## src/rtl/ysyx_23060184_mem_arbiter.sv

```systemverilog
// Two-master (IFU/LSU) arbiter onto a single memory port, one outstanding transaction.
// Define ARB_RR_EN for round-robin arbitration; default is fixed priority with LSU winning ties.
module ysyx_23060184_mem_arbiter #(
    parameter int DATA_WIDTH = 32,
    parameter int TIMEOUT    = 255
) (
    input  logic                  clk,
    input  logic                  rstn,

    input  logic                  ifu_req,
    input  logic [DATA_WIDTH-1:0] ifu_addr,
    output logic                  ifu_ready,
    output logic                  ifu_rvalid,
    output logic [DATA_WIDTH-1:0] ifu_rdata,

    input  logic                  lsu_req,
    input  logic                  lsu_we,
    input  logic [DATA_WIDTH-1:0] lsu_addr,
    input  logic [DATA_WIDTH-1:0] lsu_wdata,
    input  logic [3:0]            lsu_wmask,
    output logic                  lsu_ready,
    output logic                  lsu_rvalid,
    output logic [DATA_WIDTH-1:0] lsu_rdata,

    output logic                  resp_err,

    output logic                  mem_req,
    output logic                  mem_we,
    output logic [DATA_WIDTH-1:0] mem_addr,
    output logic [DATA_WIDTH-1:0] mem_wdata,
    output logic [3:0]            mem_wmask,
    input  logic                  mem_ready,
    input  logic                  mem_rvalid,
    input  logic [DATA_WIDTH-1:0] mem_rdata
);

    typedef enum logic [1:0] {
        IDLE = 2'd0,
        REQ  = 2'd1,
        RESP = 2'd2
    } state_t;

    localparam logic [7:0] TMO_LAST = 8'(TIMEOUT - 1);

    state_t                  state_reg, state_next;
    logic                    owner_reg;          // 1 = LSU owns the transaction
    logic [7:0]              tmo_cnt_reg;
    logic                    mem_we_reg;
    logic [DATA_WIDTH-1:0]   mem_addr_reg;
    logic [DATA_WIDTH-1:0]   mem_wdata_reg;
    logic [3:0]              mem_wmask_reg;
    logic                    resp_err_reg;
    logic                    rvalid_reg [2];
    logic [DATA_WIDTH-1:0]   rdata_reg  [2];

    logic                    any_req;
    logic                    grant_lsu;
    logic                    grant;
    logic                    tmo_hit;
    logic                    resp_ok;
    logic                    resp_tmo;
    logic                    resp_done;
    logic [DATA_WIDTH-1:0]   resp_data;

    assign any_req = ifu_req | lsu_req;

`ifdef ARB_RR_EN
    logic last_lsu_reg;

    // On a tie, the requester that was not granted last wins.
    assign grant_lsu = lsu_req & (~ifu_req | ~last_lsu_reg);

    always_ff @(posedge clk) begin
        if (!rstn) begin
            last_lsu_reg <= 1'b1;
        end else if (grant) begin
            last_lsu_reg <= grant_lsu;
        end
    end
`else
    assign grant_lsu = lsu_req;
`endif

    assign tmo_hit   = (tmo_cnt_reg == TMO_LAST);
    assign resp_ok   = ((state_reg == REQ) & mem_ready & mem_rvalid) |
                       ((state_reg == RESP) & mem_rvalid);
    assign resp_tmo  = (state_reg == RESP) & ~mem_rvalid & tmo_hit;
    assign resp_done = resp_ok | resp_tmo;
    assign resp_data = resp_tmo ? '0 : mem_rdata;

    always_ff @(posedge clk) begin
        if (!rstn) begin
            state_reg <= IDLE;
        end else begin
            state_reg <= state_next;
        end
    end

    always_comb begin
        state_next = state_reg;
        case (state_reg)
            IDLE: if (any_req) state_next = REQ;
            REQ: begin
                if (mem_ready) state_next = mem_rvalid ? IDLE : RESP;
            end
            RESP: if (mem_rvalid || tmo_hit) state_next = IDLE;
            default: state_next = IDLE;
        endcase
    end

    always_comb begin
        grant     = rstn & (state_reg == IDLE) & any_req;
        ifu_ready = grant & ~grant_lsu;
        lsu_ready = grant & grant_lsu;
        mem_req   = (state_reg == REQ);
    end

    // Request fields are captured at grant; IFU fetches never write.
    always_ff @(posedge clk) begin
        if (!rstn) begin
            owner_reg     <= 1'b0;
            mem_we_reg    <= 1'b0;
            mem_addr_reg  <= '0;
            mem_wdata_reg <= '0;
            mem_wmask_reg <= 4'h0;
        end else if (grant) begin
            owner_reg     <= grant_lsu;
            mem_we_reg    <= grant_lsu & lsu_we;
            mem_addr_reg  <= grant_lsu ? lsu_addr  : ifu_addr;
            mem_wdata_reg <= grant_lsu ? lsu_wdata : '0;
            mem_wmask_reg <= grant_lsu ? lsu_wmask : 4'h0;
        end
    end

    always_ff @(posedge clk) begin
        if (!rstn || state_reg != RESP) begin
            tmo_cnt_reg <= 8'd0;
        end else begin
            tmo_cnt_reg <= tmo_cnt_reg + 8'd1;
        end
    end

    always_ff @(posedge clk) begin
        if (!rstn) begin
            resp_err_reg <= 1'b0;
        end else begin
            resp_err_reg <= resp_tmo;
        end
    end

    // Index 0 is the IFU response channel, index 1 the LSU channel.
    generate
        for (genvar gi = 0; gi < 2; gi++) begin : g_resp
            always_ff @(posedge clk) begin
                if (!rstn) begin
                    rvalid_reg[gi] <= 1'b0;
                    rdata_reg[gi]  <= '0;
                end else begin
                    rvalid_reg[gi] <= resp_done & (owner_reg == (gi == 1));
                    if (resp_done && (owner_reg == (gi == 1))) begin
                        rdata_reg[gi] <= resp_data;
                    end
                end
            end
        end
    endgenerate

    assign mem_we     = mem_we_reg;
    assign mem_addr   = mem_addr_reg;
    assign mem_wdata  = mem_wdata_reg;
    assign mem_wmask  = mem_wmask_reg;
    assign resp_err   = resp_err_reg;
    assign ifu_rvalid = rvalid_reg[0];
    assign ifu_rdata  = rdata_reg[0];
    assign lsu_rvalid = rvalid_reg[1];
    assign lsu_rdata  = rdata_reg[1];

endmodule
```

## config.mk

```make
export PLATFORM = sky130hd
export DESIGN_NAME = ysyx_23060184_mem_arbiter
export DESIGN_NICKNAME = d
export VERILOG_FILES = /design/src/rtl/ysyx_23060184_mem_arbiter.sv
export SDC_FILE = /design/constraint.sdc
export NUM_CORES = 1
export LEC_CHECK = 0
export CAP_MARGIN = 20
export CORE_ASPECT_RATIO = 1.4
export CORE_MARGIN = 1.5
export CORE_UTILIZATION = 42
export CTS_BUF_LIST = sky130_fd_sc_hd__clkbuf_16
export DETAILED_ROUTE_END_ITERATION = 10
export PLACE_DENSITY = 0.82
export SYNTH_ARGS = -nofsm -noshare
export SYNTH_HDL_FRONTEND = slang
export SYNTH_SLANG_ARGS = --single-unit
```

## constraint.sdc

```tcl
create_clock -name clk -period 4.3 [get_ports clk]
set_clock_uncertainty 0.05 [all_clocks]
set_input_delay 0.645 -clock clk [delete_from_list [all_inputs] [get_ports clk]]
set_output_delay 0.645 -clock clk [all_outputs]
set_load 0.02 [all_outputs]
```

* Word level (Yosys, flattened, before mapping)
Memories as Yosys holds them, arrays and structs flattened. Index checks and enable logic that the tools add are counted.
Storage, ports and cells: register bits after elaboration 81, memory bits (writable) 66, bits of input ports 139, output and inout port bits 139, word-level logic and storage cells 68, memories 2
Cells by class: $add $sub $neg 1, eq/ne operators 7, multiplexer cells 21, bitwise gates (word level) 22, reduce and logical (&&, ||, !) cells 7
Memory list:
- rdata_reg | depth 2, bits a word 32, rd ports 2, clocked after Yosys merged registers in 0, write ports 2, line 54 | logic [DATA_WIDTH-1:0] rdata_reg [2];
- rvalid_reg | depth 2, bits a word 1, rd ports 2, clocked after Yosys merged registers in 0, write ports 2, line 53 | logic rvalid_reg [2];
Operators by type and width (count):
- $mux W32 | 5
- $and A1 B1 Y1 | 12
- $mux W1 | 10
- $add A8 B1 Y8 const B | 1
- $eq A8 B8 Y1 const B | 1
- $mux W2 | 4
- $or A1 B1 Y1 | 7
- $pmux W2 S3 | 1
- $mux W4 | 1
- $ne A2 B1 Y1 const B | 2
- $ne A2 B2 Y1 const B | 2
- $not A1 Y1 | 3
- $reduce_and A3 Y1 | 1
- $eq A2 B1 Y1 const B | 1
- $eq A2 B2 Y1 const B | 1
- $logic_and A1 B1 Y1 | 2
- $logic_not A2 Y1 | 1
- $logic_or A1 B1 Y1 | 2
- $logic_not A1 Y1 | 1

* Logic depth before layout (Yosys ltp)
depth in word-level cells 10, gate-level depth with buffers 7, depth with buffers taken out 5

* Least setup slack after synthesis
Ideal clock, no wire load.
kind input -> register, from input port rstn, to memory rdata_reg[1][0], enable pin, setup time 0.441 ns, data arrival time 2.904 ns, data required time 3.809 ns, slack 0.905 ns, stages on the path 5, path buffers 2, cell sequence buf_2 > inv_1 > clkbuf_1 > nor2_1 > a31oi_1
RTL lines:
- start, declared | line 8 | input logic rstn,
- end, declared | line 54

* Final worst setup path
from input port rstn, to output port ifu_ready
On the way: word-level cells in the longest chain between the ends 3
RTL lines:
- $and A1 B1 Y1 (2 in series) | line 112 | grant = rstn & (state_reg == IDLE) & any_req;
- $and A1 B1 Y1 | line 113 | ifu_ready = grant & ~grant_lsu;
- end, declared | line 12 | output logic ifu_ready,
No other way between the ends.

==> flow_summary_export.csv <==
group,metric,value,unit
die,die_w,105,um
timing,period_needed,3310,ps
route,drt_wl_total,17300,um
route,postRouteAntennaNets,0,
die,ios,278,
synth,yosysWarnings,0,
worst_hold_path,min_path_type,"reg2reg",
worst_hold_path,min_from,"mem_wdata[20]",
route,drtIter0Drc,270,
route,wl_per_cell,16.9,um
synth,async_flop_share,0,%
setup_path,crit_top_cell,"clkdlybuf4s50_1",
route,routed_via_density,5.28,
clock_network,cts_buffers,17,
setup_path,end_kind,"output port",
route,post-route-drc-count,0,
setup_path,cpMaxStageDelayCell,"clkdlybuf4s50_1",
setup_path,worst-path-max-fanout,23,
timing,period_share,77.1,%
final_layout,antenna-diode-count,0,
final_layout,final_cell_mix,"277 x clkdlybuf4s50_1, 96 x and2_1, 83 x dfxtp_1",
timing,setup_violations,0,
final_layout,layout_commonest_cell,"clkdlybuf4s50_1",
power,pwr-share-clk,40.2,%
synth,synthDistinctLibCells,40,
clock_network,clk_latency,400,ps
final_layout,area_growth,57.8,%
timing,hold_slack,422,ps
final_layout,final_cell_area,9660,um^2
setup_path,crit_required,3610,ps
global_route,grt_usage,22.4,%
worst_hold_path,holdPathEnd,"mem_wdata[20]",
setup_path,r2r_end,"rdata_reg[0][19]",
power,irDropWorstVdd,293,uV
placed_design,place_ws,982,ps
synth,synth_seq_area_share,58.6,%
power,p_leak,3.41,nW
synth,synth_xor_area_share,0.429,%
setup_path,cp_slowest_stage_delay,630,ps
die,start_util,42.6,%
timing,rsz0062_at_grt,"no",
clock_network,post-cts-setup-buffers,0,
final_layout,fin_nets,960,
synth,synth_compound_area_share,16.8,%
power,pwr-share-comb,17.6,%
setup_path,worstReg2RegStart,"state_reg[1]",
clock_network,path_clk_slew,70,ps
clock_network,h-tree-depth,4,
final_layout,drive_gt1_share,6.01,%
global_route,grt_max_degree,103,
synth,synth_top_family_by_area,"simple AND/OR/NAND/NOR gates",
clock_network,postCtsHoldBufs,0,
power,p_switching,1.01,mW
setup_path,crit_type,"in2out",
setup_path,start_kind,"input port",
synth,synth-edff-count,64,
setup_path,crit_chain,"clkdlybuf4s50_1 -> buf_4 -> or3b_4 -> nor3_1 -> clkdlybuf4s50_1",
clock_network,cts_tree,"done",
timing,drv_slew,0,
clock_network,cts_num_sinks,147,
job,cap_violations,0,
power,powerDensity,393,nW/um^2
route,vias,5394,
global_route,grt_pass1_vias,5500,
synth,synth_simple_gate_area_share,19.6,%
synth,syn_nets,703,
synth,synthMuxAreaShare,0,%
global_route,antenna_found_initial,0,
timing,fmax,302,MHz
synth,synth-adder-area-share,0.409,%
synth,synth_area_per_cell,10.9,um^2
die,chipHeight,146,um
synth,ys_seq_elements,147,
setup_path,cp.arrival,2620,ps
placed_design,io_buffers,277,
power,swShare,26.6,%
clock_network,clk_path_buf_depth,2,
global_route,grt-ovfl-total,0,
die,fp.dieArea,15300,um^2
setup_path,r2r_cells,3,
outcome,status,"finished clean",
die,core_area,14400,um^2
synth,synth_cells,562,
die,row_count,52,
clock_network,cts-resized-gates,0,
route,first_pass_iters,5,
worst_hold_path,hold-path-cell-count,2,
final_layout,largest_reg_flops,64,
timing,fin_ws,985,ps
power,p_int,2.79,mW
timing,setup_tns,0,ps
synth,synthesis.area,6120,um^2
placed_design,dpl-instance-area,9020,um^2
global_route,grt_pass1_wl,27400,um
clock_network,clockRootBuffer,"clkbuf_16",
placed_design,gp_congestion,0.772,
placed_design,dpl.hpwl,12100,um
synth,synthFlopType,"dfxtp_1",
timing,hold_viol,0,
power,pwr-share-seq,42.2,%
timing,slew_headroom,27.8,%
setup_path,crit_start,"rstn",
timing,worst_pin_slew,1080,ps
setup_path,ff2ff_setup_slack,1790,ps
==> final cells by class <==
type	instances	area (um^2)
repair buffers	287	2870
well taps	189	236
fillers	1074	4720
clock inverters	15	185
inverters	5	18.8
clock buffers	17	425
multi-input cells	361	2340
flip-flops and latches	147	3580
==> critical path: cells and delay by family <==
family | cells | cell delay (ps)
AND/OR/NAND/NOR | 2 | 590
buffers and inverters | 3 | 1380
==> stage by stage <==
stage / instances / util, % / total power [mW]
floorplan: 562 / - / 1.94
global placement: 988 / 62.7 / 2.28
detailed placement: 988 / 62.7 / 2.30
CTS: 1020 / 67.0 / 3.82
global route: 1021 / 67.2 / 3.93
finish: 1021 / 67.2 / 3.80
==> power groups by stage <==
stage / Clock [mW] / Combinational, mW / Sequential [mW]
global placement: 0 / 0.650 / 1.63
CTS: 1.55 / 0.668 / 1.60
floorplan: 0 / 0.201 / 1.74
detailed placement: 0 / 0.664 / 1.63
finish: 1.53 / 0.670 / 1.60
global route: 1.60 / 0.713 / 1.61
==> cell families (layout without fill, tap and decap cells) <==
kind of cell,after synthesis,count (layout)
buffers and inverters,54,324
DFF,147,147
adders and majority gates,2,2
and+or+nand+nor,198,198
AOI/OAI and AO/OA,158,158
xor gates and xnor gates,3,3
==> cells in the mapped netlist, types with 3 or more instances <==
cell | number | area share, %
a211oi_1 | 3 | 0.37
a21oi_1 | 42 | 3.4
and2_1 | 96 | 9.8
buf_2 | 11 | 0.90
buf_6 | 5 | 0.92
clkbuf_1 | 31 | 1.9
dfxtp_1 | 83 | 27
edfxtp_1 | 64 | 31
inv_1 | 5 | 0.31
nand2_1 | 41 | 2.5
nand3_1 | 3 | 0.25
nor2_1 | 9 | 0.55
nor2b_1 | 3 | 0.31
nor4b_1 | 32 | 4.6
o21a_1 | 32 | 3.9
o21ai_0 | 39 | 3.2
o31a_1 | 32 | 4.6
==> metal layers <==
metal	track usage, %	share of wire, %
met5	0	0
met4	9.11	2.8
met3	7.57	9.1
met2	39.6	51
met1	24.3	37
==> worst max path at each step <==
| stage | to | slack (ps) | cells past startpoint |
|---|---|---|---|
| final | ifu_ready | 990 | 5 |
| after global routing | ifu_ready | 930 | 5 |
| after CTS | ifu_ready | 970 | 5 |
| after detailed placement | ifu_ready | 980 | 5 |
| after global placement | ifu_ready | 990 | 5 |
| after floorplan | rdata_reg[1][0] | 910 | 5 |
Note: power is estimated with default switching activity, not from simulation.
